`src/rtl/dht11_reader.sv`:
```
// dht11_reader: single-wire DHT11 host controller.
// Triggers a measurement every SAMPLE_PERIOD_MS, decodes the 40-bit frame,
// verifies the checksum and presents saturated integer temperature/humidity.
// Optional build macro DHT11_DEGLITCH_EN: require 4 stable cycles on the
// synchronized pad level before it is used for edge detection.
module dht11_reader #(
   parameter int unsigned CLK_FREQ_HZ      = 100_000_000,
   parameter int unsigned SAMPLE_PERIOD_MS = 2000,
   parameter int unsigned START_LOW_US     = 18000,
   parameter int unsigned BIT_THRESH_US    = 50,
   parameter int unsigned TIMEOUT_US       = 200
) (
   input  logic       clk_100Mhz,
   input  logic       rst_n,
   input  logic       dht_in,
   output logic       dht_drive_low,
   output logic [7:0] temperature,
   output logic [7:0] humidity,
   output logic       data_valid,
   output logic       checksum_error,
   output logic       sensor_timeout
);

   localparam logic [31:0] DIV_LAST  = 32'(CLK_FREQ_HZ / 1_000_000 - 1);
   localparam logic [31:0] PERIOD_US = 32'(SAMPLE_PERIOD_MS * 1000);
   localparam logic [31:0] START_US  = 32'(START_LOW_US);
   localparam logic [31:0] THRESH_US = 32'(BIT_THRESH_US);
   localparam logic [31:0] TMO_US    = 32'(TIMEOUT_US);

   typedef enum logic [2:0] {
      IDLE, START, WAIT_RESP, RESP_LOW, RESP_HIGH, BIT_LOW, BIT_HIGH, CHECK
   } state_t;

   state_t      state_q, state_d;
   logic [31:0] div_cnt_q, us_cnt_q, us_cnt_d;
   logic [39:0] shift_q, shift_d;
   logic [5:0]  bit_cnt_q, bit_cnt_d;
   logic [7:0]  temp_q, temp_d, hum_q, hum_d, sum;
   logic        valid_q, valid_d, ck_q, ck_d, tmo_q, tmo_d;
   logic        sync1_q, sync2_q, level, level_prev_q, fall, rise, tick, waiting;

   // Two-flop synchronizer for the asynchronous pad level.
   always_ff @(posedge clk_100Mhz or negedge rst_n) begin
      if (!rst_n) begin
         sync1_q <= 1'b1;
         sync2_q <= 1'b1;
      end else begin
         sync1_q <= dht_in;
         sync2_q <= sync1_q;
      end
   end

`ifdef DHT11_DEGLITCH_EN
   logic       filt_q, filt_d;
   logic [1:0] stab_q, stab_d;

   // Accept a new level only after it has held for 4 consecutive cycles.
   always_comb begin
      filt_d = filt_q;
      stab_d = '0;
      if (sync2_q != filt_q) begin
         if (stab_q == 2'd3) filt_d = sync2_q;
         else                stab_d = stab_q + 2'd1;
      end
   end

   // Deglitch filter registers.
   always_ff @(posedge clk_100Mhz or negedge rst_n) begin
      if (!rst_n) begin
         filt_q <= 1'b1;
         stab_q <= '0;
      end else begin
         filt_q <= filt_d;
         stab_q <= stab_d;
      end
   end

   assign level = filt_q;
`else
   assign level = sync2_q;
`endif

   assign fall    = level_prev_q & ~level;
   assign rise    = ~level_prev_q & level;
   assign tick    = (div_cnt_q == DIV_LAST);
   assign waiting = (state_q inside {WAIT_RESP, RESP_LOW, RESP_HIGH, BIT_LOW, BIT_HIGH});
   assign sum     = shift_q[39:32] + shift_q[31:24] + shift_q[23:16] + shift_q[15:8];

   // Next-state, frame shift and result update logic.
   always_comb begin
      state_d   = state_q;
      shift_d   = shift_q;
      bit_cnt_d = bit_cnt_q;
      temp_d    = temp_q;
      hum_d     = hum_q;
      valid_d   = 1'b0;
      ck_d      = ck_q;
      tmo_d     = tmo_q;
      case (state_q)
         IDLE:      if (us_cnt_q >= PERIOD_US) state_d = START;
         START:     if (us_cnt_q >= START_US)  state_d = WAIT_RESP;
         WAIT_RESP: if (fall) state_d = RESP_LOW;
         RESP_LOW:  if (rise) state_d = RESP_HIGH;
         RESP_HIGH: if (fall) begin
                       state_d   = BIT_LOW;
                       bit_cnt_d = '0;
                    end
         BIT_LOW:   if (rise) state_d = BIT_HIGH;
         BIT_HIGH:  if (fall) begin
                       shift_d   = {shift_q[38:0], (us_cnt_q > THRESH_US)};
                       bit_cnt_d = bit_cnt_q + 6'd1;
                       state_d   = (bit_cnt_q == 6'd39) ? CHECK : BIT_LOW;
                    end
         CHECK: begin
            state_d = IDLE;
            tmo_d   = 1'b0;
            if (sum == shift_q[7:0]) begin
               hum_d   = (shift_q[39:32] > 8'd99) ? 8'd99 : shift_q[39:32];
               temp_d  = (shift_q[23:16] > 8'd99) ? 8'd99 : shift_q[23:16];
               valid_d = 1'b1;
               ck_d    = 1'b0;
            end else begin
               ck_d = 1'b1;
            end
         end
         default: state_d = IDLE;
      endcase
      // A wait state with no qualifying edge aborts once its phase count expires.
      if (waiting && (state_d == state_q) && (us_cnt_q >= TMO_US)) begin
         state_d = IDLE;
         tmo_d   = 1'b1;
         ck_d    = 1'b0;
      end
   end

   // Phase counter in microseconds, cleared on every state change.
   always_comb begin
      us_cnt_d = us_cnt_q;
      if (state_d != state_q) us_cnt_d = '0;
      else if (tick)          us_cnt_d = us_cnt_q + 32'd1;
   end

   // State, counters and output registers.
   always_ff @(posedge clk_100Mhz or negedge rst_n) begin
      if (!rst_n) begin
         state_q      <= IDLE;
         div_cnt_q    <= '0;
         us_cnt_q     <= '0;
         shift_q      <= '0;
         bit_cnt_q    <= '0;
         temp_q       <= '0;
         hum_q        <= '0;
         valid_q      <= 1'b0;
         ck_q         <= 1'b0;
         tmo_q        <= 1'b0;
         level_prev_q <= 1'b1;
      end else begin
         state_q      <= state_d;
         div_cnt_q    <= tick ? '0 : div_cnt_q + 32'd1;
         us_cnt_q     <= us_cnt_d;
         shift_q      <= shift_d;
         bit_cnt_q    <= bit_cnt_d;
         temp_q       <= temp_d;
         hum_q        <= hum_d;
         valid_q      <= valid_d;
         ck_q         <= ck_d;
         tmo_q        <= tmo_d;
         level_prev_q <= level;
      end
   end

   assign dht_drive_low  = (state_q == START);
   assign temperature    = temp_q;
   assign humidity       = hum_q;
   assign data_valid     = valid_q;
   assign checksum_error = ck_q;
   assign sensor_timeout = tmo_q;

endmodule
```
`config.mk`:
```
export PLATFORM = sky130hd
export DESIGN_NAME = dht11_reader
export DESIGN_NICKNAME = d
export VERILOG_FILES = /design/src/rtl/dht11_reader.sv
export SDC_FILE = /design/constraint.sdc
export NUM_CORES = 1
export LEC_CHECK = 0
export CORE_ASPECT_RATIO = 1.4
export CORE_MARGIN = 10
export CORE_UTILIZATION = 35
export CTS_CLUSTER_DIAMETER = 40
export CTS_CLUSTER_SIZE = 16
export DETAILED_ROUTE_END_ITERATION = 7
export GPL_ROUTABILITY_DRIVEN = 0
export HOLD_SLACK_MARGIN = 0.12
export MAX_ROUTING_LAYER = met4
export PLACE_DENSITY = 0.56
export SLEW_MARGIN = 20
export SYNTH_ARGS = -nofsm -noshare
export SYNTH_HDL_FRONTEND = slang
export SYNTH_SLANG_ARGS = --single-unit
```
`constraint.sdc`:
```
create_clock -name clk_100Mhz -period 7.41 [get_ports clk_100Mhz]
set_clock_uncertainty 0.2 [all_clocks]
set_input_delay 0.741 -clock clk_100Mhz [delete_from_list [all_inputs] [get_ports clk_100Mhz]]
set_output_delay 0.741 -clock clk_100Mhz [all_outputs]
set_load 0.01 [all_outputs]
```
==> metrics, run 1 <==
worst slack, placed=3.43 ns; mean area per synthesized cell=11.7 sq um; P_sw=0.000525 W; R2R Setup Slk=3.44 ns; final setup violation count=0; via count of the first global-routing pass=4486; wirelength, routed=13200 um; fin nets=639; Worst-Skew Late Latency=0.42 ns; Clock Path Buffers=2; share of layout cells above drive strength 1=18.1%; initial antenna violation count=0; max-cap violations=0; Mapped Area=6710 sq um; Inserted Diodes=0; Seq pwr share=44.3%; count of final hold-check violations=0; number of remaining DRC errors=0; Leakage=3.47 nW; Reg2Reg Launch Point=shift_q[9]; Period minus WS final=3.97 ns; core area=18800 sq um; HP Class=input pin to async pin; Clock power frac=42.5%; CTS Buf Count=17; total gr overflow=0; crit path kind=flip-flop to flip-flop; Resized Gates After CTS=0; Setup Fix Bufs, Post-CTS=0; Initial DRC Count=209; Synth area leader=dfrtp_1; ys async rst share=100%; Slew @ Worst Pin=0.969 ns; top cell type's share of synthesized area=49.2%; status=finished, final reports clean; Netlist cell types=64; pin count of the biggest net entering global routing=70; Die Ht=184 um; drt wl/cell=15.2 um; Pwr Total=0.00180 W; Seq/Total Area, Yosys=50.4%; Ports=23; Die Width=137 um; Tcrit/Tclk final=53.6%; P&R area growth vs syn=15.5%; RSZ-0062 raised after global routing=no; Routed Antenna Nets=0; Reg clk slew, reported paths=0.06 ns; dominant synthesized flop cell=dfrtp_1; Max IR drop VDD=136 uV; Vias=4314; # hold bufs at CTS=0; H-tree depth=4; vias per cell=4.97; CTS Root Cell=clkbuf_16; internal power=0.00127 W; pwr/cell area=232 nW/um^2; reg2reg path depth=12; Final Worst Setup Slack=3.44 ns; most common cell after layout, fill and taps aside=dfrtp_1; setup_tns=0 ns; IO Port Bufs=22; crit path launch type=flip-flop; gr busiest metal=met2; worst endpoint data arrival time=4.08 ns; switch share=29.2%; Filler cells=1831; GR Util met3=2.63%; CP required=7.51 ns; Final Max Tran Viols=0; Post-synth EDFFs=0; Num Clock Sinks=135; Synth area leaders=dfrtp_1 (49%), mux2_2 (6.5%), xnor2_1 (5.3%); Fmax=252 MHz; Final Util=41.4%; crit path max fanout=14; r2r endpoint=humidity[1]; Site Rows=59; Synth Register Bits=135; most frequent cells in the layout=dfrtp_1 (132), xnor2_1 (41), nand2_1 (40); Yosys warnings=0; TritonCTS clock tree=done; die area=25200 sq um; worst hold slack=0.107 ns; Comb power frac=13.2%; grt met2 use=20.1%; Initial Utilization=35.8%; CP endpoint kind=flip-flop; Pre-antenna DRT Iters=4; first-pass GRT wire length=22400 um; Total GRT Usage=11.5%; placed wire-length estimate=9290 um; Mapped Cells=573; met1 Use GR=12.1%; relative slew slack=34.8%
## flip-flops by register name, summed over array words and instances, names as in the netlist
signal          count
bit_cnt_q           6
checksum_error      1
data_valid          1
div_cnt_q          32
humidity            8
level               1
level_prev_q        1
sensor_timeout      1
shift_q            40
state_q             3
sync1_q             1
temperature         8
us_cnt_q           32
## synthesized netlist by cell type (5+ instances only)
master,instances
o21ai_0,6
mux2_2,39
xnor2_1,41
nand2_1,40
and4_1,5
buf_6,5
inv_1,23
dfrtp_1,132
clkbuf_1,6
nor2b_1,5
and3_1,8
nor3_2,20
a21oi_1,5
nand4_1,16
mux2i_1,13
nand3_1,31
fa_1,14
nor3_1,9
xor2_1,28
nor4_1,13
nor2_1,32
ha_1,11
## metrics by stage
step | cells | instance area [sq um]
floorplan | 583 | 6750
global placement | 836 | 7200
detailed placement | 836 | 7200
CTS | 868 | 7750
global route | 868 | 7750
finish | 868 | 7750
## logic make-up after synthesis
family          after synthesis  share of synthesized area (%)
buf+inv                      41                           2.94
mux                          56                           9.15
fa+ha+maj                    25                           6.23
flops                       135                           50.4
xor+xnor                     69                           9.00
compound gates               38                           4.06
simple gates                208                           18.2
other cells                   1                         0.0559
## critical path, stage by stage (launching register included)
cell	delay, ns
dfrtp_1	0.42
fa_1	0.51
fa_1	0.53
ha_1	0.17
inv_1	0.05
fa_1	0.49
xor2_1	0.13
nand2_1	0.06
nor4_1	0.32
nand3_1	0.16
nor3_2	0.18
buf_4	0.28
mux2_1	0.34
## power groups by stage
stage / sequential (W) / combinational [W] / clock, W
4_1_cts: 0.000796 / 0.000242 / 0.000790
2_1_floorplan: 0.000790 / 0.000208 / 0
3_5_place_dp: 0.000809 / 0.000242 / 0
6_report: 0.000797 / 0.000237 / 0.000765
3_3_place_gp: 0.000807 / 0.000234 / 0
5_1_grt: 0.000800 / 0.000263 / 0.000823
## worst max path at each step
stage               startpoint        endpoint  slack (ns)  depth (start not counted)
floorplan           shift_q[9]     humidity[2]        3.53                         12
global route        shift_q[9]     humidity[1]        3.16                         12
global placement    shift_q[9]  temperature[1]        3.50                         12
detailed placement  shift_q[9]  temperature[0]        3.43                         12
finish              shift_q[9]     humidity[1]        3.44                         12
CTS                 shift_q[9]  temperature[0]        3.40                         12
## per-layer routing
| layer | vias to the layer above | wire length [um] |
|---|---|---|
| li1 | 2070 | - |
| met4 | 0 | 265 |
| met5 | - | 0 |
| met3 | 22 | 308 |
| met2 | 58 | 7230 |
| met1 | 2164 | 5400 |
## final cells by class
class | count | area, sq um | area share (%)
Clock buffer | 19 | 443 | 5.71
Clock inverter | 13 | 100 | 1.29
Inverter | 24 | 90.1 | 1.16
Multi-Input combinational cell | 407 | 3180 | 41.0
Sequential cell | 135 | 3380 | 43.6
Tap cell | 244 | 305 | 3.94
Timing Repair Buffer | 26 | 251 | 3.24
Note: power is estimated with default switching activity, not from simulation.
==> inputs of run 2 (changes only) <==
PLACE_DENSITY = 0.58   (was 0.56)
clock period = 3.45 ns   (was 7.41 ns; I/O delays follow)
==> metrics, run 2 (synthesized netlist as in run 1, its figures left out) <==
status=finished, violations left; failing checks=setup timing; Die Width=137 um (unchanged); Worst-Skew Late Latency=0.42 ns (about the same); placed wire-length estimate=9340 um (+0.52%); Period minus WS final=3.66 ns (-0.316 ns); Ports=23 (unchanged); Inserted Diodes=0 (unchanged); Vias=4448 (+3.1%); CP endpoint kind=flip-flop; placed inst area=7430 sq um (+3.2%); final setup violation count=17 (+17); reg2reg path depth=12 (unchanged); post-route design area=8120 sq um (+4.7%); most frequent cells in the layout=dfrtp_1 (132), xnor2_1 (41), nand2_1 (40); core area=18800 sq um (unchanged); crit path kind=flip-flop to flip-flop; Filler cells=1728 (-5.6%); non-filler cells, final=893 (+2.9%); area occupied by registers=3380 sq um (unchanged); initial antenna violation count=0 (unchanged); WHS Path Cells=0; Biggest register=shift_q; Resized Gates After CTS=0 (unchanged); Final Max Tran Viols=0 (unchanged); die area=25200 sq um (unchanged); Final Worst Setup Slack=-0.205 ns (-3.64 ns); highest-delay cell along the critical path=fa_2; fin nets=664 (+3.9%); Slew @ Worst Pin=0.789 ns (-0.180 ns); P&R area growth vs syn=21.0%; TritonCTS clock tree=done; CP max stage delay=0.52 ns (about the same); Leakage=3.66 nW (+5.3%); worst endpoint data arrival time=3.76 ns (-0.32 ns); most common cell after layout, fill and taps aside=dfrtp_1; relative slew slack=47.4% (+13 points); CTS Root Cell=clkbuf_16; CP required=3.55 ns (-3.96 ns); Clock Path Buffers=2 (unchanged); count of final hold-check violations=0 (unchanged); CP most frequent cell=fa_1; Largest regs=shift_q x40, div_cnt_q x32, us_cnt_q x32; cells along the critical path=fa_1, fa_1, ha_2, inv_2, fa_2, xor2_1, nand2_1, nor4_2, nand3_1, nor3_4, buf_12, mux2_4; CP Buf/Inv Count=2 (unchanged); placed cells=857 (+2.5%); Tcrit/Tclk final=106% (+52 points); Crit path max-delay family=adder cells; HP Class=flip-flop to flip-flop; CTS Buf Count=17 (unchanged); area of the multi-input gates=3210 sq um (+0.83%); Total GRT Usage=11.6% (+0.11 points); share of layout cells above drive strength 1=22.2% (+4.1 points); first-pass GRT wire length=23000 um (+2.8%); setup_tns=-2.87 ns (-2.87 ns); Max IR drop VDD=336 uV (+150%); Num Clock Sinks=135 (unchanged); worst hold slack=0.155 ns (+0.0481 ns); Initial DRC Count=251 (+20%); vias per cell=4.98 (+0.22%); pwr/cell area=517 nW/um^2 (+120%); number of remaining DRC errors=0 (unchanged); Die Ht=184 um (unchanged); max-cap violations=0 (unchanged); crit path max fanout=7 (-7); RSZ-0062 raised after global routing=yes; total gr overflow=0 (unchanged); IO Port Bufs=22 (unchanged); drt wl/cell=14.9 um (-2.2%); max FFs per register=40 (unchanged); Final Util=43.3% (+2.0 points); Fmax=274 MHz (+8.6%); via count of the first global-routing pass=4756 (+6.0%); Routed Antenna Nets=0 (unchanged); wirelength, routed=13300 um (+0.61%); critical path depth=12 (unchanged); Site Rows=59 (unchanged); Pre-antenna DRT Iters=4 (unchanged); pin count of the biggest net entering global routing=85 (+21%); Initial Utilization=35.8% (unchanged); crit path launch type=flip-flop; Reg clk slew, reported paths=0.06 ns (about the same); H-tree depth=4 (unchanged)
-- run 2: cell types whose count changed in the layout (fill, tap and decap cells not counted), sizes merged --
cell	change
buf	+22
bufinv	+4
clkinv	-3
dlygate4sd3	+2
-- run 2: where the power goes --
part	internal [W]	switching [W]	leakage (nW)
Sequential	0.00163	0.0000802	1.83
Combinational	0.000181	0.000362	1.52
Clock	0.00124	0.000707	0.307
-- run 2: stage by stage --
| stage | worst slack, ns | total power (W) |
|---|---|---|
| 2_1_floorplan | -0.139 | 0.00215 |
| 3_3_place_gp | -0.216 | 0.00227 |
| 4_1_cts | -0.211 | 0.00424 |
| 3_5_place_dp | -0.256 | 0.00227 |
| 5_1_grt | -0.365 | 0.00438 |
| 6_report | -0.205 | 0.00420 |
-- run 2: per-layer routing --
layer | track usage [%] | up-vias | wire length (um) | part of all wire, %
met5 | - | - | 0 | 0
met4 | 4.14 | 0 | 214 | 1.6
met3 | 3.01 | 19 | 433 | 3.3
li1 | - | 2124 | - | -
met1 | 12.4 | 2237 | 5510 | 42
met2 | 20.1 | 68 | 7120 | 54
-- run 2: area by class of cell --
class,count,area share (%)
flip-flops and latches,135,41.6
multi-input cells,407,39.5
clock inverters,14,2.43
clock buffers,18,5.41
inverters,24,1.11
well taps,244,3.76
repair buffers,51,6.15
-- run 2: worst reg2reg max path, cell delays in order (launching register included) --
cell	delay, ns
dfrtp_1	0.40
fa_1	0.49
fa_1	0.50
ha_2	0.18
inv_2	0.04
fa_2	0.52
xor2_1	0.14
nand2_1	0.08
nor4_2	0.18
nand3_1	0.18
nor3_4	0.18
buf_12	0.16
mux2_4	0.30
-- run 2: path summary, 6_finish.rpt --
check	startpoint	slack (ns)	end
max in group asynchronous	rst_n	1.90	div_cnt_q[7]
hold reg to reg	sync1_q	0.16	level
hold / removal	sync1_q	0.16	level
setup reg to reg	shift_q[25]	-0.21	temperature[0]
min in group asynchronous	rst_n	0.34	shift_q[33]
setup / recovery	shift_q[25]	-0.21	temperature[0]
-- run 2: timing repair --
item                                   4_1_cts  5_1_grt
cloned                                       0        1
setup endpoints to repair                   17       17
setup buffers                                1        0
endpoints found under the hold margin       81        0
pin swaps                                    2        1
hold buffers                                 2        0
==> inputs of run 3 (changes only) <==
SLEW_MARGIN = 5   (was 20)
==> results of run 3 <==
The final DEF is identical to that of run 2; final timing and power are the same.
